==> src/rtl/segments_scan_decoder_if.sv <==
// Bus bundle between a multiplexed 7-segment display and the scan decoder that snoops it.
// The master drives the display side; the slave (decoder) returns the recovered digits.
interface segments_scan_decoder_if #(
  parameter int DIGITS = 4
);
  logic [7:0]          segment_value_bus;
  logic [DIGITS-1:0]   digit_select_bus;
  logic [4*DIGITS-1:0] digit_value_bus;
  logic [DIGITS-1:0]   dp_bus;
  logic [DIGITS-1:0]   digit_valid_bus;
  logic                invalid_pattern;
  logic                frame_done;

  modport master (
    output segment_value_bus,
    output digit_select_bus,
    input  digit_value_bus,
    input  dp_bus,
    input  digit_valid_bus,
    input  invalid_pattern,
    input  frame_done
  );

  modport slave (
    input  segment_value_bus,
    input  digit_select_bus,
    output digit_value_bus,
    output dp_bus,
    output digit_valid_bus,
    output invalid_pattern,
    output frame_done
  );
endinterface

==> src/rtl/segments_scan_decoder.sv <==
// Snoops a multiplexed 7-segment bus and recovers the BCD value of each digit once its
// pattern has been stable long enough; flags undecodable patterns and pulses per full frame.
module segments_scan_decoder #(
  parameter logic CONTROL_TYPE_V = 1'b0,
  parameter int   DIGITS         = 4,
  parameter int   STABLE_CYCLES  = 4
) (
  input  logic                    clk,
  input  logic                    rst,
  segments_scan_decoder_if.slave  dec_if
);
  localparam int SW = DIGITS + 8;
  localparam int CW = $clog2(STABLE_CYCLES + 1);
  localparam logic [CW-1:0] CNT_MAX = CW'(STABLE_CYCLES);

  typedef enum logic {TRACK, HELD} state_t;

  state_t              state;
  logic [SW-1:0]       sample_q;
  logic [SW-1:0]       prev_q;
  logic [CW-1:0]       cnt_q;
  logic [DIGITS-1:0]   mask_q;
  logic [4*DIGITS-1:0] value_q;
  logic [DIGITS-1:0]   dp_q;
  logic [DIGITS-1:0]   valid_q;
  logic                invalid_q;
  logic                frame_q;

  logic [DIGITS-1:0]   sel;
  logic [6:0]          seg_on;
  logic                dp_on;
  logic                sel_onehot;
  logic                changed;
  logic                mask_full;
  logic [CW-1:0]       cnt_next;
  logic                capture;
  logic [3:0]          decoded;

  // Capture fires on the edge where the stability counter reaches its limit while still tracking.
  always_comb begin
    sel        = sample_q[SW-1:8];
    seg_on     = sample_q[7:1];
    dp_on      = sample_q[0];
    sel_onehot = (sel != '0) && ((sel & (sel - DIGITS'(1))) == '0);
    changed    = (sample_q != prev_q);
    mask_full  = &mask_q;

    cnt_next = '0;
    if (!sel_onehot)
      cnt_next = '0;
    else if (changed)
      cnt_next = CW'(1);
    else if (cnt_q == CNT_MAX)
      cnt_next = cnt_q;
    else
      cnt_next = cnt_q + CW'(1);

    capture = (state == TRACK) && sel_onehot && (cnt_next == CNT_MAX);

    decoded = 4'hF;
    case (seg_on)
      7'b1111110: decoded = 4'd0;
      7'b0110000: decoded = 4'd1;
      7'b1101101: decoded = 4'd2;
      7'b1111001: decoded = 4'd3;
      7'b0110011: decoded = 4'd4;
      7'b1011011: decoded = 4'd5;
      7'b1011111: decoded = 4'd6;
      7'b1110000: decoded = 4'd7;
      7'b1111111: decoded = 4'd8;
      7'b1111011: decoded = 4'd9;
      default:    decoded = 4'hF;
    endcase
  end

  // A capture landing on the frame-clear edge re-sets its own mask bit.
  always_ff @(posedge clk) begin
    if (rst) begin
      state     <= TRACK;
      sample_q  <= '0;
      prev_q    <= '0;
      cnt_q     <= '0;
      mask_q    <= '0;
      value_q   <= '0;
      dp_q      <= '0;
      valid_q   <= '0;
      invalid_q <= 1'b0;
      frame_q   <= 1'b0;
    end else begin
      sample_q  <= {dec_if.digit_select_bus, dec_if.segment_value_bus ^ {8{CONTROL_TYPE_V}}};
      prev_q    <= sample_q;
      cnt_q     <= cnt_next;
      invalid_q <= capture && (decoded == 4'hF);
      frame_q   <= mask_full;
      mask_q    <= (mask_full ? '0 : mask_q) | (capture ? sel : '0);

      case (state)
        TRACK:   if (capture) state <= HELD;
        HELD:    if (changed) state <= TRACK;
        default: state <= TRACK;
      endcase

      for (int i = 0; i < DIGITS; i++) begin
        if (capture && sel[i]) begin
          value_q[4*i +: 4] <= decoded;
          dp_q[i]           <= dp_on;
          valid_q[i]        <= 1'b1;
        end
      end
    end
  end

  assign dec_if.digit_value_bus = value_q;
  assign dec_if.dp_bus          = dp_q;
  assign dec_if.digit_valid_bus = valid_q;
  assign dec_if.invalid_pattern = invalid_q;
  assign dec_if.frame_done      = frame_q;
endmodule
==> src/flat_wrapper.sv <==
// flat-port wrapper written by rule: the top's interface ports become plain ports
module segments_scan_decoder_flat 
#(
  parameter logic CONTROL_TYPE_V = 1'b0,
  parameter int   DIGITS         = 4,
  parameter int   STABLE_CYCLES  = 4
)
  (clk, rst, dec_if_segment_value_bus, dec_if_digit_select_bus, dec_if_digit_value_bus, dec_if_dp_bus, dec_if_digit_valid_bus, dec_if_invalid_pattern, dec_if_frame_done);
  segments_scan_decoder_if #(.DIGITS(DIGITS)) dec_if_i ();
  input  logic clk;
  input  logic rst;
  input wire logic [$bits(dec_if_i.segment_value_bus)-1:0] dec_if_segment_value_bus;
  input wire logic [$bits(dec_if_i.digit_select_bus)-1:0] dec_if_digit_select_bus;
  output wire logic [$bits(dec_if_i.digit_value_bus)-1:0] dec_if_digit_value_bus;
  output wire logic [$bits(dec_if_i.dp_bus)-1:0] dec_if_dp_bus;
  output wire logic [$bits(dec_if_i.digit_valid_bus)-1:0] dec_if_digit_valid_bus;
  output wire logic [$bits(dec_if_i.invalid_pattern)-1:0] dec_if_invalid_pattern;
  output wire logic [$bits(dec_if_i.frame_done)-1:0] dec_if_frame_done;
  assign dec_if_i.segment_value_bus = dec_if_segment_value_bus;
  assign dec_if_i.digit_select_bus = dec_if_digit_select_bus;
  assign dec_if_digit_value_bus = dec_if_i.digit_value_bus;
  assign dec_if_dp_bus = dec_if_i.dp_bus;
  assign dec_if_digit_valid_bus = dec_if_i.digit_valid_bus;
  assign dec_if_invalid_pattern = dec_if_i.invalid_pattern;
  assign dec_if_frame_done = dec_if_i.frame_done;
  segments_scan_decoder #(.CONTROL_TYPE_V(CONTROL_TYPE_V), .DIGITS(DIGITS), .STABLE_CYCLES(STABLE_CYCLES)) u_core (.clk(clk), .rst(rst), .dec_if(dec_if_i));
endmodule
==> config.mk <==
export PLATFORM = sky130hd
export DESIGN_NAME = segments_scan_decoder_flat
export DESIGN_NICKNAME = d
export VERILOG_FILES = /design/src/rtl/segments_scan_decoder_if.sv /design/src/rtl/segments_scan_decoder.sv /design/src/flat_wrapper.sv
export SDC_FILE = /design/constraint.sdc
export NUM_CORES = 1
export LEC_CHECK = 0
export CAP_MARGIN = 20
export CELL_PAD_IN_SITES_DETAIL_PLACEMENT = 0
export CELL_PAD_IN_SITES_GLOBAL_PLACEMENT = 1
export CORE_MARGIN = 8
export CORE_UTILIZATION = 36
export DETAILED_ROUTE_END_ITERATION = 16
export GPL_TIMING_DRIVEN = 0
export PLACE_DENSITY = 0.76
export SYNTH_ARGS = -nofsm -noshare
export SYNTH_HDL_FRONTEND = slang
export SYNTH_SLANG_ARGS = --single-unit
==> constraint.sdc <==
create_clock -name clk -period 2 [get_ports clk]
set_input_delay 0.3 -clock clk [delete_from_list [all_inputs] [get_ports clk]]
set_output_delay 0.3 -clock clk [all_outputs]
set_load 0.05 [all_outputs]
Word-level counts from Yosys, hierarchy flattened
Cells that the tools add are included. W data, S select, Z words.

Multiplexer cells: 9. Bitwise gates (word level): 3. Eq/ne operators: 14. Reductions and logical operators: 11. Add/sub/neg operators: 2.

Operators by type and width (number): $eq A7 B7 Y1 const B (8); $pmux W4 S10 (1); $eq A7 B6 Y1 const B (2); $ne A12 B12 Y1 (1); $mux W3 (3); $logic_and A1 B1 Y1 (8); $mux W4 (2); $eq A3 B3 Y1 const B (2); $and A4 B4 Y4 (1); $eq A4 B4 Y1 const B (1); $logic_not A4 Y1 (1); $or A4 B4 Y4 (1); $reduce_and A4 Y1 (1); $reduce_bool A4 Y1 (1); $sub A4 B1 Y4 const B (1); $add A3 B1 Y3 const B (1); $mux W1 (2); $pmux W1 S2 (1); $not A1 Y1 (1).

Logic and storage cells: 58. Output and inout port bits: 26. Register bits: 58. Input bits: 14.

Depth between registers and ports, before layout
Depth in word-level cells: 9. Gate-level depth with buffers: 9. Mapped depth without buffers: 7.

Worst setup path before layout
Ideal clock, no wire load.

Path type: reg2reg. Start: register u_core.cnt_q[0]. End: register u_core.value_q[5], in the netlist u_core.dec_if.digit_value_bus[5]. Cell stages (with the launch flop): 9. Setup time: 132 ps. Setup slack: 73 ps. Data arrival time: 1794 ps. Path buffers: 1. Period minus slack after synthesis: 1927 ps. Required time: 1868 ps. Cell sequence: dfxtp_1 -> inv_1 -> ha_1 -> nor3b_1 -> o311ai_1 -> or3_1 -> clkbuf_1 -> o21ai_0 -> a21oi_1.

Cells in the longest elaborated chain, start to end: 7. Elaborated cells on any way between the ends: 8. Those cells by class: 1 x add/sub; 2 x eq/ne; 3 x mux; 2 x reduce/logical.

Ends and longest elaborated chain: start, declared (line segments_scan_decoder.sv:21) `logic [CW-1:0] cnt_q;`; start signal, assigned (line segments_scan_decoder.sv:92) `cnt_q <= cnt_next;`; $add A3 B1 Y3 / $eq A3 B3 Y1 (equally long branches) (line segments_scan_decoder.sv:56, segments_scan_decoder.sv:53); $mux W3 * (line segments_scan_decoder.sv:53) `else if (cnt_q == CNT_MAX)`; $mux W3 * (line segments_scan_decoder.sv:51) `else if (changed)`; $mux W3 * (line segments_scan_decoder.sv:49) `if (!sel_onehot)`; $eq A3 B3 Y1 * (line segments_scan_decoder.sv:58) `capture = (state == TRACK) && sel_onehot && (cnt_next == CNT_MAX);`; $logic_and A1 B1 Y1 * (line segments_scan_decoder.sv:58); $logic_and A1 B1 Y1 * (line segments_scan_decoder.sv:104) `if (capture && sel[i]) begin`; end signal, assigned by index (line segments_scan_decoder.sv:105) `value_q[4*i +: 4] <= decoded;`; end, declared (line segments_scan_decoder.sv:23) `logic [4*DIGITS-1:0] value_q;`.

Every way passes the cells marked *; elsewhere a longest branch is shown, timed or not. A chain may end at the register's enable or synchronous reset.

Worst setup path in the final report
Start: register u_core.sample_q[9]. End: register u_core.value_q[9], in the netlist u_core.dec_if.digit_value_bus[9].

Cells in the longest elaborated chain, start to end: 8. Elaborated cells on any way between the ends: 12. Those cells by class: 1 x add/sub; 2 x eq/ne; 2 x mux; 1 x bitwise; 6 x reduce/logical.

Ends and longest elaborated chain: start, declared (line segments_scan_decoder.sv:19) `logic [SW-1:0] sample_q;`; start signal, assigned (line segments_scan_decoder.sv:90) `sample_q <= {dec_if.digit_select_bus, dec_if.segment_value_bus ^ {8{CONTROL_TYPE_V}}};`; $sub A4 B1 Y4 (line segments_scan_decoder.sv:44) `sel_onehot = (sel != '0) && ((sel & (sel - DIGITS'(1))) == '0);`; $and A4 B4 Y4 (line segments_scan_decoder.sv:44); $logic_not A4 Y1 (line segments_scan_decoder.sv:44); $logic_and A1 B1 Y1 (line segments_scan_decoder.sv:44); $mux W3 (line segments_scan_decoder.sv:49); $eq A3 B3 Y1 (line segments_scan_decoder.sv:58); $logic_and A1 B1 Y1 * (line segments_scan_decoder.sv:58); $logic_and A1 B1 Y1 * (line segments_scan_decoder.sv:104).

Marks and branches as above.

==> reports/results.tsv <==
metric	value	unit
status	completed	
cts.sinks	58	
cts_tree	yes	
final_antenna_net_count	0	
yosysUniqueCellTypes	42	
dieArea	9800	µm²
antenna_found_initial	0	
post-route-min-period	1.90	ns
num_vias	2129	
cts_hold_buf	0	
portBuffers	38	
synth_edf_count	0	
hp-class	in2reg	
slew_headroom	58.4	%
seqCellArea	1170	µm²
yosys_most_used_dff	dfxtp_1	
critPathMaxFanout	10	
fin_skew	0.0105	ns
power_density	729	nW/µm²
drt_iter0_drc	81	
p_total	2430	µW
cts_max_path_buffers	2	
area_growth	34.3	%
multi_input_area	1270	µm²
use_met3	3.59	%
io_pins	40	
post-route-period-util	95.0	%
nets	331	
async_reset_ff_share	0	%
nFillCells	635	
drt-pass1-iter-count	4	
yosys_register_bits	58	
fmax	0.526	GHz
dp_slack	-0.293	ns
grt_max_degree	12	
grtUsageTotal	13.0	%
tightest_slew	0.609	ns
root_buffer	clkbuf_8	
grt.overflow.total	0	
placed_cells	385	
final_area	3330	µm²
htreeDepth	3	
yosysWarnings	0	
routedWlPerCell	15.4	µm
globalRouteMet1Util	15.5	%
vdd_drop_max	411	µV
worst_slack	0.0994	ns
grt_pass1_vias	2095	
instances_no_fill	400	
routed_wl	6150	µm
viasPerCell	5.32	
cts_made_buffers	9	
crit_path_end_kind	register	
syn_inst	267	
slew_viol_final	0	
max-cap-violations	0	
initial_core_util	36.9	%
synthesis.nets	283	
synth-seq-area-share	46.8	%
finalHoldViolations	0	
die_height	99.0	µm
met2_usage	20.9	%
drc	0	
avgSynthCellArea	9.29	µm²
syn_area	2480	µm²
cp_data_arrival_time	2.18	ns
core-area	6720	µm²
crit_required	2.28	ns
dp_hpwl	4250	µm
clk_pin_slew	0.07	ns
globalplace.congestion	0.798	
cp-start-kind	register	
setup_viol	0	
crit_type	reg2reg	
p_leak	0.00116	µW
num_rows	30	
die_w	99.0	µm
grt_pass1_wl	10100	µm
layout-drive-gt1-share	19.7	%
grt_busiest_layer	met2	
clock_latency	0.34	ns
dpl_cell_area	2960	µm²
n_antenna_cell	0	
-- critical path: stages (launching register included) --
cell      delay [ns]
dfxtp_1         0.32
clkbuf_4        0.20
xor2_1          0.21
nor4_4          0.33
and3_4          0.28
buf_12          0.13
buf_12          0.12
nand4_1         0.09
a21oi_1         0.15
-- cells in the final DEF, fill, tap and decap left out, drive strengths merged, types with 3 or more instances in the layout --
cell           synthesis  final
a31oi                 12     12
nor2                   8      8
clkbuf                14     18
nor3b                  3      3
nand3                  8      8
nor3                   3      3
nand2                  9      9
o21ai                 14     14
clkdlybuf4s50          0     38
clkinv                 0      4
a21oi                 23     23
inv                    9      9
dfxtp                 58     58
and3                   6      6
a211oi                10     10
xor2                  13     13
nor4                   3      3
nor2b                 23     23
nand3b                 3      3
nand4                 18     18
buf                   10     14
-- synth_stat cells (2+ instances only) --
master	instances	share of area, %
nand4_1	18	4.5
or3b_2	2	0.71
a31oi_1	12	3.0
inv_1	9	1.4
and3_1	5	1.3
buf_2	4	0.81
a21oi_1	23	4.6
nor3b_1	3	0.91
ha_1	2	1.0
a211oi_1	10	3.0
buf_12	2	1.6
o31ai_1	2	0.61
xor2_1	13	4.6
nor2b_1	23	5.8
buf_6	2	0.91
o211ai_1	2	0.61
clkbuf_1	13	2.0
nand3_1	8	1.6
nand2_1	9	1.4
dfxtp_1	58	47
nand3b_1	3	0.91
o21ai_0	14	2.8
nor2_1	8	1.2
or3_1	2	0.50
nor3_1	2	0.40
nor4_2	2	1.0
-- final timing paths --
path / from / to / slack (ns) / cells past startpoint
worst max register to register: u_core.sample_q[9] / u_core.dec_if.digit_value_bus[9] / 0.1 / 8
worst max-delay path: u_core.sample_q[9] / u_core.dec_if.digit_value_bus[9] / 0.1 / 8
worst min-delay path: rst / u_core.sample_q[3] / 0.39 / 2
worst min register to register: u_core.dec_if.digit_valid_bus[2] / u_core.dec_if.digit_valid_bus[2] / 0.45 / 2
-- power by group --
group	leakage, µW	internal [µW]	total [µW]	switching, µW
sequential	0.000474	1180	1210	31.2
combinational	0.000602	107	238	131
clock	0.0000882	481	977	496
total	0.00116	1770	2430	658
-- metrics by stage --
stage,hold WS [ns],util [%],setup TNS [ns]
final,0.390,49.6,0
after global routing,0.439,49.6,-0.0935
after CTS,0.398,48.0,0
after detailed placement,0.437,44.1,-6.46
after global placement,0.435,44.1,-6.34
after floorplan,0.428,-,0
-- flip-flops by register name, summed over array words and instances (netlist names) --
name,cells
u_core.cnt_q,3
u_core.prev_q,12
u_core.dec_if.frame_done,1
u_core.dec_if.digit_valid_bus,4
u_core.dec_if.invalid_pattern,1
u_core.state,1
u_core.dec_if.dp_bus,4
u_core.dec_if.digit_value_bus,16
u_core.sample_q,12
u_core.mask_q,4
-- kinds of logic (layout without fill, tap and decap cells) --
family / Yosys count / in the layout / share of synthesized area [%]
flip-flops: 58 / 58 / 46.8
AND/OR/NAND/NOR: 91 / 91 / 23.1
AO/OA/AOI/OAI: 69 / 69 / 16.9
adder cells (fa/ha/maj): 2 / 2 / 1.01
buffers and inverters: 33 / 86 / 7.32
XOR/XNOR: 14 / 14 / 4.94
-- final cells by class --
cell class,instances,share of cell area (%)
Multi-Input combinational cell,176,38.3
Sequential cell,58,35.1
Timing Repair Buffer,43,12.7
Buffer,18,4.51
Clock buffer,10,4.13
Tap cell,80,3.01
Clock inverter,6,1.28
Inverter,9,1.01
-- layer usage --
metal | part of all wire, % | vias to the layer above
met5 | 0 | -
met4 | 2.0 | 0
met3 | 4.1 | 11
met2 | 48 | 45
met1 | 45 | 1010
li1 | - | 1063
-- timing repair --
action | in CTS | in global routing
endpoints found under the hold margin | 0 | 0
setup buffers | 2 | 2
setup endpoints to repair | 29 | 33
resized for setup | 18 | 38
gates cloned | 0 | 1
pin swaps | 4 | 9
Note: power is estimated with default switching activity, not from simulation.
